**config.mk**
```make
export PLATFORM = sky130hd
export DESIGN_NAME = seq_div
export DESIGN_NICKNAME = d
export VERILOG_FILES = /design/src/rtl/seq_div_pkg.sv /design/src/rtl/seq_div_step.sv /design/src/rtl/seq_div.sv
export SDC_FILE = /design/constraint.sdc
export NUM_CORES = 1
export LEC_CHECK = 0
export CAP_MARGIN = 5
export CORE_MARGIN = 5
export CORE_UTILIZATION = 55
export DETAILED_ROUTE_END_ITERATION = 10
export PLACE_DENSITY = 0.81
export SYNTH_ARGS = -nofsm -noshare
export SYNTH_HDL_FRONTEND = slang
export SYNTH_SLANG_ARGS = --single-unit
```
**constraint.sdc**
```tcl
create_clock -name clk -period 5.93 [get_ports clk]
set_input_delay 0.593 -clock clk [delete_from_list [all_inputs] [get_ports clk]]
set_output_delay 0.593 -clock clk [all_outputs]
set_load 0.05 [all_outputs]
```
**src/rtl/seq_div_pkg.sv**
```systemverilog
// Shared arithmetic-unit definitions: FSM encoding common to the multiplier
// and divider, counter sizing and the default datapath width.
package seq_div_pkg;

   localparam int DEF_WIDTH = 8;

   typedef enum logic [1:0] {
      IDLE = 2'd0,
      BUSY = 2'd1,
      ZDIV = 2'd2
   } state_e;

   // Counter must reach WIDTH itself, hence one bit beyond clog2.
   function automatic int cnt_width(input int w);
      return $clog2(w) + 1;
   endfunction

endpackage

```
**src/rtl/seq_div_step.sv**
```systemverilog
// One restoring-division iteration: shift in the next dividend bit, trial
// subtract the divisor, keep the difference only if it did not go negative.
module seq_div_step
   import seq_div_pkg::*;
#(
   parameter int WIDTH = DEF_WIDTH
) (
   input  logic [WIDTH-1:0] prem_i,
   input  logic             dbit_i,
   input  logic [WIDTH-1:0] divisor_i,
   output logic [WIDTH-1:0] prem_o,
   output logic             qbit_o
);

   logic [WIDTH:0] shifted;
   logic [WIDTH:0] trial;

   // WIDTH+1 bits: the shifted remainder may carry out of WIDTH bits.
   assign shifted = {prem_i, dbit_i};
   assign trial   = shifted - {1'b0, divisor_i};

   always_comb begin
      qbit_o = ~trial[WIDTH];
      prem_o = trial[WIDTH] ? shifted[WIDTH-1:0] : trial[WIDTH-1:0];
   end

endmodule

```
**src/rtl/seq_div.sv**
```systemverilog
// Sequential unsigned restoring divider, one quotient bit per clock, with the
// same enable/ready handshake as the sequential multiplier.
module seq_div
   import seq_div_pkg::*;
#(
   parameter int WIDTH = DEF_WIDTH
) (
   input  logic             clk,
   input  logic             rst,
   input  logic [WIDTH-1:0] A,
   input  logic [WIDTH-1:0] B,
   input  logic             enable,
   output logic [WIDTH-1:0] quot,
   output logic [WIDTH-1:0] rem,
   output logic             ready,
   output logic             div_by_zero
);

   localparam int            CW   = cnt_width(WIDTH);
   localparam logic [CW-1:0] LAST = CW'(WIDTH - 1);
   localparam logic [CW-1:0] MAXC = CW'(WIDTH);

   state_e           state_q, state_d;
   logic [CW-1:0]    cnt_q, cnt_d;
   logic [WIDTH-1:0] dvd_q, dvd_d;
   logic [WIDTH-1:0] dsr_q, dsr_d;
   logic [WIDTH-1:0] prem_q, prem_d;
   logic [WIDTH-1:0] quot_q, quot_d;
   logic [WIDTH-1:0] rem_q, rem_d;
   logic             dbz_q, dbz_d;
   logic             ready_q, ready_d;

   logic [WIDTH-1:0] step_rem;
   logic             step_qbit;

   seq_div_step #(.WIDTH(WIDTH)) u_step (
      .prem_i    (prem_q),
      .dbit_i    (dvd_q[WIDTH-1]),
      .divisor_i (dsr_q),
      .prem_o    (step_rem),
      .qbit_o    (step_qbit)
   );

   always_ff @(posedge clk or negedge rst) begin
      if (!rst) begin
         state_q <= IDLE;
         cnt_q   <= '0;
         dvd_q   <= '0;
         dsr_q   <= '0;
         prem_q  <= '0;
         quot_q  <= '0;
         rem_q   <= '0;
         dbz_q   <= 1'b0;
         ready_q <= 1'b1;
      end else begin
         state_q <= state_d;
         cnt_q   <= cnt_d;
         dvd_q   <= dvd_d;
         dsr_q   <= dsr_d;
         prem_q  <= prem_d;
         quot_q  <= quot_d;
         rem_q   <= rem_d;
         dbz_q   <= dbz_d;
         ready_q <= ready_d;
      end
   end

   always_comb begin
      state_d = state_q;
      case (state_q)
         IDLE:    if (enable) state_d = (B == '0) ? ZDIV : BUSY;
         BUSY:    if (cnt_q == LAST) state_d = IDLE;
         ZDIV:    state_d = IDLE;
         default: state_d = IDLE;
      endcase
   end

   // The dividend register doubles as the quotient: quotient bits enter at
   // the LSB as dividend bits leave at the MSB.
   always_comb begin
      cnt_d   = cnt_q;
      dvd_d   = dvd_q;
      dsr_d   = dsr_q;
      prem_d  = prem_q;
      quot_d  = quot_q;
      rem_d   = rem_q;
      dbz_d   = dbz_q;
      ready_d = ready_q;
      case (state_q)
         IDLE: begin
            if (enable) begin
               dvd_d   = A;
               dsr_d   = B;
               prem_d  = '0;
               cnt_d   = '0;
               ready_d = 1'b0;
            end
         end
         BUSY: begin
            dvd_d  = {dvd_q[WIDTH-2:0], step_qbit};
            prem_d = step_rem;
            cnt_d  = (cnt_q == MAXC) ? cnt_q : cnt_q + CW'(1);
            if (cnt_q == LAST) begin
               quot_d  = {dvd_q[WIDTH-2:0], step_qbit};
               rem_d   = step_rem;
               dbz_d   = 1'b0;
               ready_d = 1'b1;
            end
         end
         ZDIV: begin
            quot_d  = '1;
            rem_d   = dvd_q;
            dbz_d   = 1'b1;
            ready_d = 1'b1;
         end
         default: ;
      endcase
   end

   assign quot        = quot_q;
   assign rem         = rem_q;
   assign ready       = ready_q;
   assign div_by_zero = dbz_q;

endmodule

```
# ---- Yosys cells after proc, flatten, opt, wreduce, memory -nomap -nowiden
# Cells that the tools add are included.
dict set report word_totals {
  regBits 48
  inputBits 19
  output_inout_bits 18
  wordCells 51
}
dict set report op_classes {
  addsub 2
  eq_ne 7
  muxes 21
  n_bitwise 1
  reduce_logical 11
}
# op count
set op_table {}
lappend op_table {{case mux 8 bit (2 select lines)} 4}
lappend op_table {{2-to-1 mux 8 bit} 5}
lappend op_table {{subtractor 9 x 8 -> 9 bit} 1}
lappend op_table {{zero test 8 bit} 1}
lappend op_table {{2-to-1 mux 4 bit} 2}
lappend op_table {{case mux 4 bit (2 select lines)} 1}
lappend op_table {{AND reduction 2 bit} 4}
lappend op_table {{2-to-1 mux 2 bit} 3}
lappend op_table {{!= test 2 bit (second input constant)} 3}
lappend op_table {{AND reduction 3 bit} 2}
lappend op_table {{adder 4 x 1 -> 4 bit (second input constant)} 1}
lappend op_table {{== test 4 x 3 -> 1 bit (second input constant)} 1}
lappend op_table {{== test 4 bit (second input constant)} 1}
lappend op_table {{case mux 2 bit (2 select lines)} 1}
lappend op_table {{nonzero test 2 bit} 2}
lappend op_table {{2-to-1 mux 1 bit} 3}
lappend op_table {{case mux 1 bit (3 select lines)} 1}
lappend op_table {{nonzero test 3 bit} 1}
lappend op_table {{== test 2 x 1 -> 1 bit (second input constant)} 1}
lappend op_table {{== test 2 bit (second input constant)} 1}
lappend op_table {{zero test 2 bit} 1}
lappend op_table {{case mux 1 bit (2 select lines)} 1}
lappend op_table {{NOT 1 bit} 1}

# ---- Logic depth before layout (Yosys ltp)
dict set report logic_depth {
  word_depth 4
  ltp_mapped 10
  depth_no_buf 9
}

# ---- By module
# Synthesis repeated with hierarchy kept, for this count alone.
dict set report unflattened {
  cells_unflattened 251
  hier_area_um2 2650.0
}
# module n_inst cells_each area_per_inst_um2 seq_area_each_um2
set modules_own_cells {}
lappend modules_own_cells {seq_div 1 193 2164.6 1202.4}
lappend modules_own_cells {seq_div_step 1 58 485.5 0.0}

# ---- Least setup slack after synthesis
# Ideal clock, no wire load.
dict set report synth_path {
  path_type {reg2reg}
  from {register dvd_q[7]}
  to {register rem_q[0], in the netlist rem[0]}
  setup_ns 0.087
  arrival_ns 2.113
  t_required_ns 5.843
  path_slack_ns 3.730
  stages_incl_launch_ff 10
  n_path_buf 0
  synth_period_minus_slack_ns 2.200
  cell_sequence {dfrtp_1 inv_1 ha_1 inv_1 fa_1 a211oi_2 o211ai_1 o211ai_4 mux2_2 a211oi_2}
}
dict set report synth_between {
  elab_chain_len 4
}
# item line
set synth_lines {}
lappend synth_lines {{start: declaration} seq_div.sv:25} ;# logic [WIDTH-1:0] dvd_q, dvd_d;
lappend synth_lines {{start signal: assignment} seq_div.sv:58} ;# dvd_q <= dvd_d;
lappend synth_lines {{subtractor 9 x 8 -> 9 bit} seq_div_step.sv:20} ;# assign trial = shifted - {1'b0, divisor_i};
lappend synth_lines {{2-to-1 mux 8 bit (*)} seq_div_step.sv:24} ;# prem_o = trial[WIDTH] ? shifted[WIDTH-1:0] : trial[WIDTH-1:0];
lappend synth_lines {{2-to-1 mux 8 bit (*)} seq_div.sv:103} ;# if (cnt_q == LAST) begin
lappend synth_lines {{case mux 8 bit (2 select lines) (*)} seq_div.sv:89} ;# case (state_q)
lappend synth_lines {{end signal: assignment} seq_div.sv:62} ;# rem_q <= rem_d;
lappend synth_lines {{end: declaration} seq_div.sv:29} ;# logic [WIDTH-1:0] rem_q, rem_d;
# Every way passes the cells marked *; elsewhere a longest branch is shown, timed or not. The select of a mux whose other input is x is not followed.
# A chain may end at the register's enable or synchronous reset.

# ---- Worst setup path in the final report
dict set report layout_path {
  from {register state_q[1]}
  to {register rem_q[4], in the netlist rem[4]}
}
dict set report layout_between {
  elab_chain_len 3
  word_cells_on_any_way 6
  cone_classes {3 x eq/ne; 1 x mux; 2 x reduce/logical}
}
# item line
set layout_lines {}
lappend layout_lines {{start: declaration} seq_div.sv:23} ;# state_e state_q, state_d;
lappend layout_lines {{start signal: assignment} seq_div.sv:56} ;# state_q <= state_d;
lappend layout_lines {{== test 2 x 1 -> 1 bit or == test 2 bit (tied branches)} seq_div.sv:89}
lappend layout_lines {{!= test 2 bit (no line) or nonzero test 2 bit (tied branches)} n/a}
lappend layout_lines {{AND reduction 2 bit (no line)} n/a}
# Several ways; a longest one is shown, not always the timed one.

==> out/results.tsv <==
metric	value	unit
status	finished, final reports clean	
cts_resized	0	
cts_tree	done	
yosys.area_share.simple	13.8	%
grt_pass1_wl	10.9	mm
synth_top_family_by_area	compound AO/OA/AOI/OAI gates	
drv_slew	0	
maxCapViolCount	0	
die-area	6760	sq um
postCtsSetupRepairBufs	0	
hold_buffers	0	
final_nets	362	
netlist_area	2870	sq um
crit_path_end	rem[4]	
rsz0062_at_grt	no	
areaGrowthSynthToFinish	16.8	%
critical_path.cell_chain	inv_1 -> ha_1 -> buf_4 -> nand4b_1 -> o21ai_1 -> nor2_1 -> a211oi_2	
drive_gt1_share	9.73	%
synth_fa_ha_area_share	6.81	%
fp.dieW	82.2	um
max_slew_margin	31.2	%
routed_via_density	5.86	
clk_pin_slew_worst_paths	0.09	ns
hold_violations	0	
grt_max_degree	49	
avgRoutedWirePerCell	16.0	um
max_freq	374	MHz
gp_congestion	0.857	
synthMuxAreaShare	9.25	%
synth_cell_types	53	
critPathArrivalTime	2.89	ns
hpwl	4.71	mm
critPathKind	reg2reg	
numCtsBuffers	5	
start_util	56.5	%
r2r_slack	3.26	ns
drtAntennaViolNets	0	
io_buffer_count	36	
clk_latency	0.30	ns
fillCellCount	424	
cts_max_path_buffers	2	
synth_edf_count	0	
cts_num_sinks	48	
ys_seq_elements	48	
path_depth	7	
critPathRequiredTime	6.15	ns
post-route-min-period	2.67	ns
cp_num_buf_inv	2	
die_y	82.2	um
synth_compound_area_share	22.0	%
syn_avg_cell_area	9.62	sq um
r2r_start	state_q[1]	
wirelength	6.40	mm
rr_worst_depth	7	
power.total	1.67	mW
async_flop_share	100	%
grt_pass1_vias	2323	
hp-class	in2async	
regToRegEndpoint	rem[4]	
rows	26	
drt_first_iter_violations	168	
antenna_found_initial	0	
cp-startpoint	state_q[1]	
crit_path_start_kind	register	
grt_overflow	0	
synthXorXnorAreaFrac	1.53	%
htreeDepth	2	
synthFlopType	dfrtp_1	
drcViolationCount	0	
setup_tns	0	ns
vdd.ir_drop.worst	0.289	mV
grt_usage	21.0	%
path_max_fanout	39	
cts-root-buf	clkbuf_8	
num_vias	2340	
fin_worst_skew	0.00748	ns
ys_warn_count	0	
fin_crit_sh	45.1	%
cpMaxStageDelayCell	nand4b_1	
end_kind	register	
io-pin-count	37	
worstMarginPinSlew	1.03	ns
first_pass_iters	4	
antenna_cells	0	
setup_violations	0	
ys_seq_area_share	41.9	%
max_stage_delay	0.59	ns
synth_nets	332	
powerDensity	498	nW/um^2
synth_cells	298	
cpLargestDelayFamily	compound AO/OA/AOI/OAI gates	
leakagePower	1.42	nW
design.core.area	5070	sq um
## synth_stat cells (all sizes together) (2+ instances only)
library cell	n	area share, %
buf	5	1.0
o211ai	3	1.4
clkbuf	10	1.3
a21o	2	0.52
dfrtp	47	41
nand2b	8	1.7
o21ai	25	4.4
nor2b	3	0.65
nor4	2	0.44
mux2	12	4.7
nor3b	2	0.52
mux2i	13	4.5
a22o	2	0.61
o22ai	9	2.0
xor2	3	0.92
nand4b	3	0.92
o221ai	2	0.61
a211oi	18	5.8
and2	2	0.44
a21oi	20	3.5
nor2	24	3.1
ha	14	6.1
nand2	25	3.3
inv	16	2.1
nand3b	2	0.52
xnor2	2	0.61
nand3	4	0.70
## area by class of cell
class                           instances  area (sq um)  area share (%)
Clock buffer                            8          90.1            2.69
Inverter                               17          63.8            1.91
Multi-Input combinational cell        218          1530            45.8
Sequential cell                        48          1200            35.9
Tap cell                               70          87.6            2.62
Timing Repair Buffer                   38           370            11.1
## cells in the final DEF, fill, tap and decap left out, types with 2 or more instances in the layout
cell,synthesis,routed
a211oi_1,12,12
a211oi_2,6,6
a21o_1,2,2
a21oi_1,20,20
a22o_1,2,2
and2_1,2,2
buf_4,0,2
clkbuf_1,10,2
clkbuf_8,0,6
clkdlybuf4s50_1,0,35
dfrtp_1,47,47
ha_1,14,14
inv_1,16,16
mux2_2,12,12
mux2i_1,13,13
nand2_1,25,25
nand2b_1,8,8
nand3_1,4,4
nand3b_1,2,2
nand4b_1,3,3
nor2_1,24,24
nor2b_1,3,3
nor3b_1,2,2
nor4_1,2,2
o21ai_0,24,24
o221ai_1,2,2
o22ai_1,9,9
xnor2_1,2,2
xor2_1,3,3
## metrics by stage
stage                     hold WS, ns  util [%]  cell area, sq um  setup slack, ns  instances
final                           0.463      66.0              3350             3.26        399
after global routing            0.536      66.0              3350             2.93        399
after global placement          0.469      64.2              3260             3.44        391
after detailed placement        0.478      64.2              3260             3.30        391
after floorplan                 0.297         -              2870             3.73        298
after CTS                       0.497      66.0              3350             3.29        399
## cells by family (layout without fill, tap and decap cells)
kind of cell               after synthesis  after routing
AOI/OAI and AO/OA                       92             92
and+or+nand+nor                         81             81
xor gates and xnor gates                 5              5
muxes                                   25             25
buffers and inverters                   32             63
adders and majority gates               15             15
DFF                                     48             48
## state kept, by name (all words and copies together) (netlist names)
signal and flops:
cnt_q 4, div_by_zero 1, dsr_q 8, dvd_q 8
prem_q 8, quot 8, ready 1, rem 8
state_q 2
## where the power goes
part | internal (mW) | switching, mW | total, mW | leakage (nW)
Clock | 0.0952 | 0.104 | 0.199 | 0.0455
Sequential | 0.438 | 0.105 | 0.542 | 0.597
Combinational | 0.378 | 0.547 | 0.925 | 0.773
Total | 0.911 | 0.756 | 1.67 | 1.42
## worst min path at each step
stage | depth (start not counted) | end | slack [ns] | start
floorplan | 0 | cnt_q[0] | 0.30 | rst
global placement | 2 | dvd_q[7] | 0.47 | dvd_q[7]
detailed placement | 2 | dvd_q[7] | 0.48 | dvd_q[7]
CTS | 2 | dvd_q[7] | 0.50 | dvd_q[7]
global route | 1 | dsr_q[1] | 0.54 | dsr_q[1]
finish | 1 | dvd_q[5] | 0.46 | rst
## layer usage
| metal | global-route usage, % | share of wire (%) |
|---|---|---|
| met1 | 29.2 | 45 |
| met2 | 33.3 | 49 |
| met4 | 6.64 | 1.6 |
| met5 | 0 | 0 |
| met3 | 3.90 | 4.9 |
No activity file was read; power rests on OpenSTA's default activity.
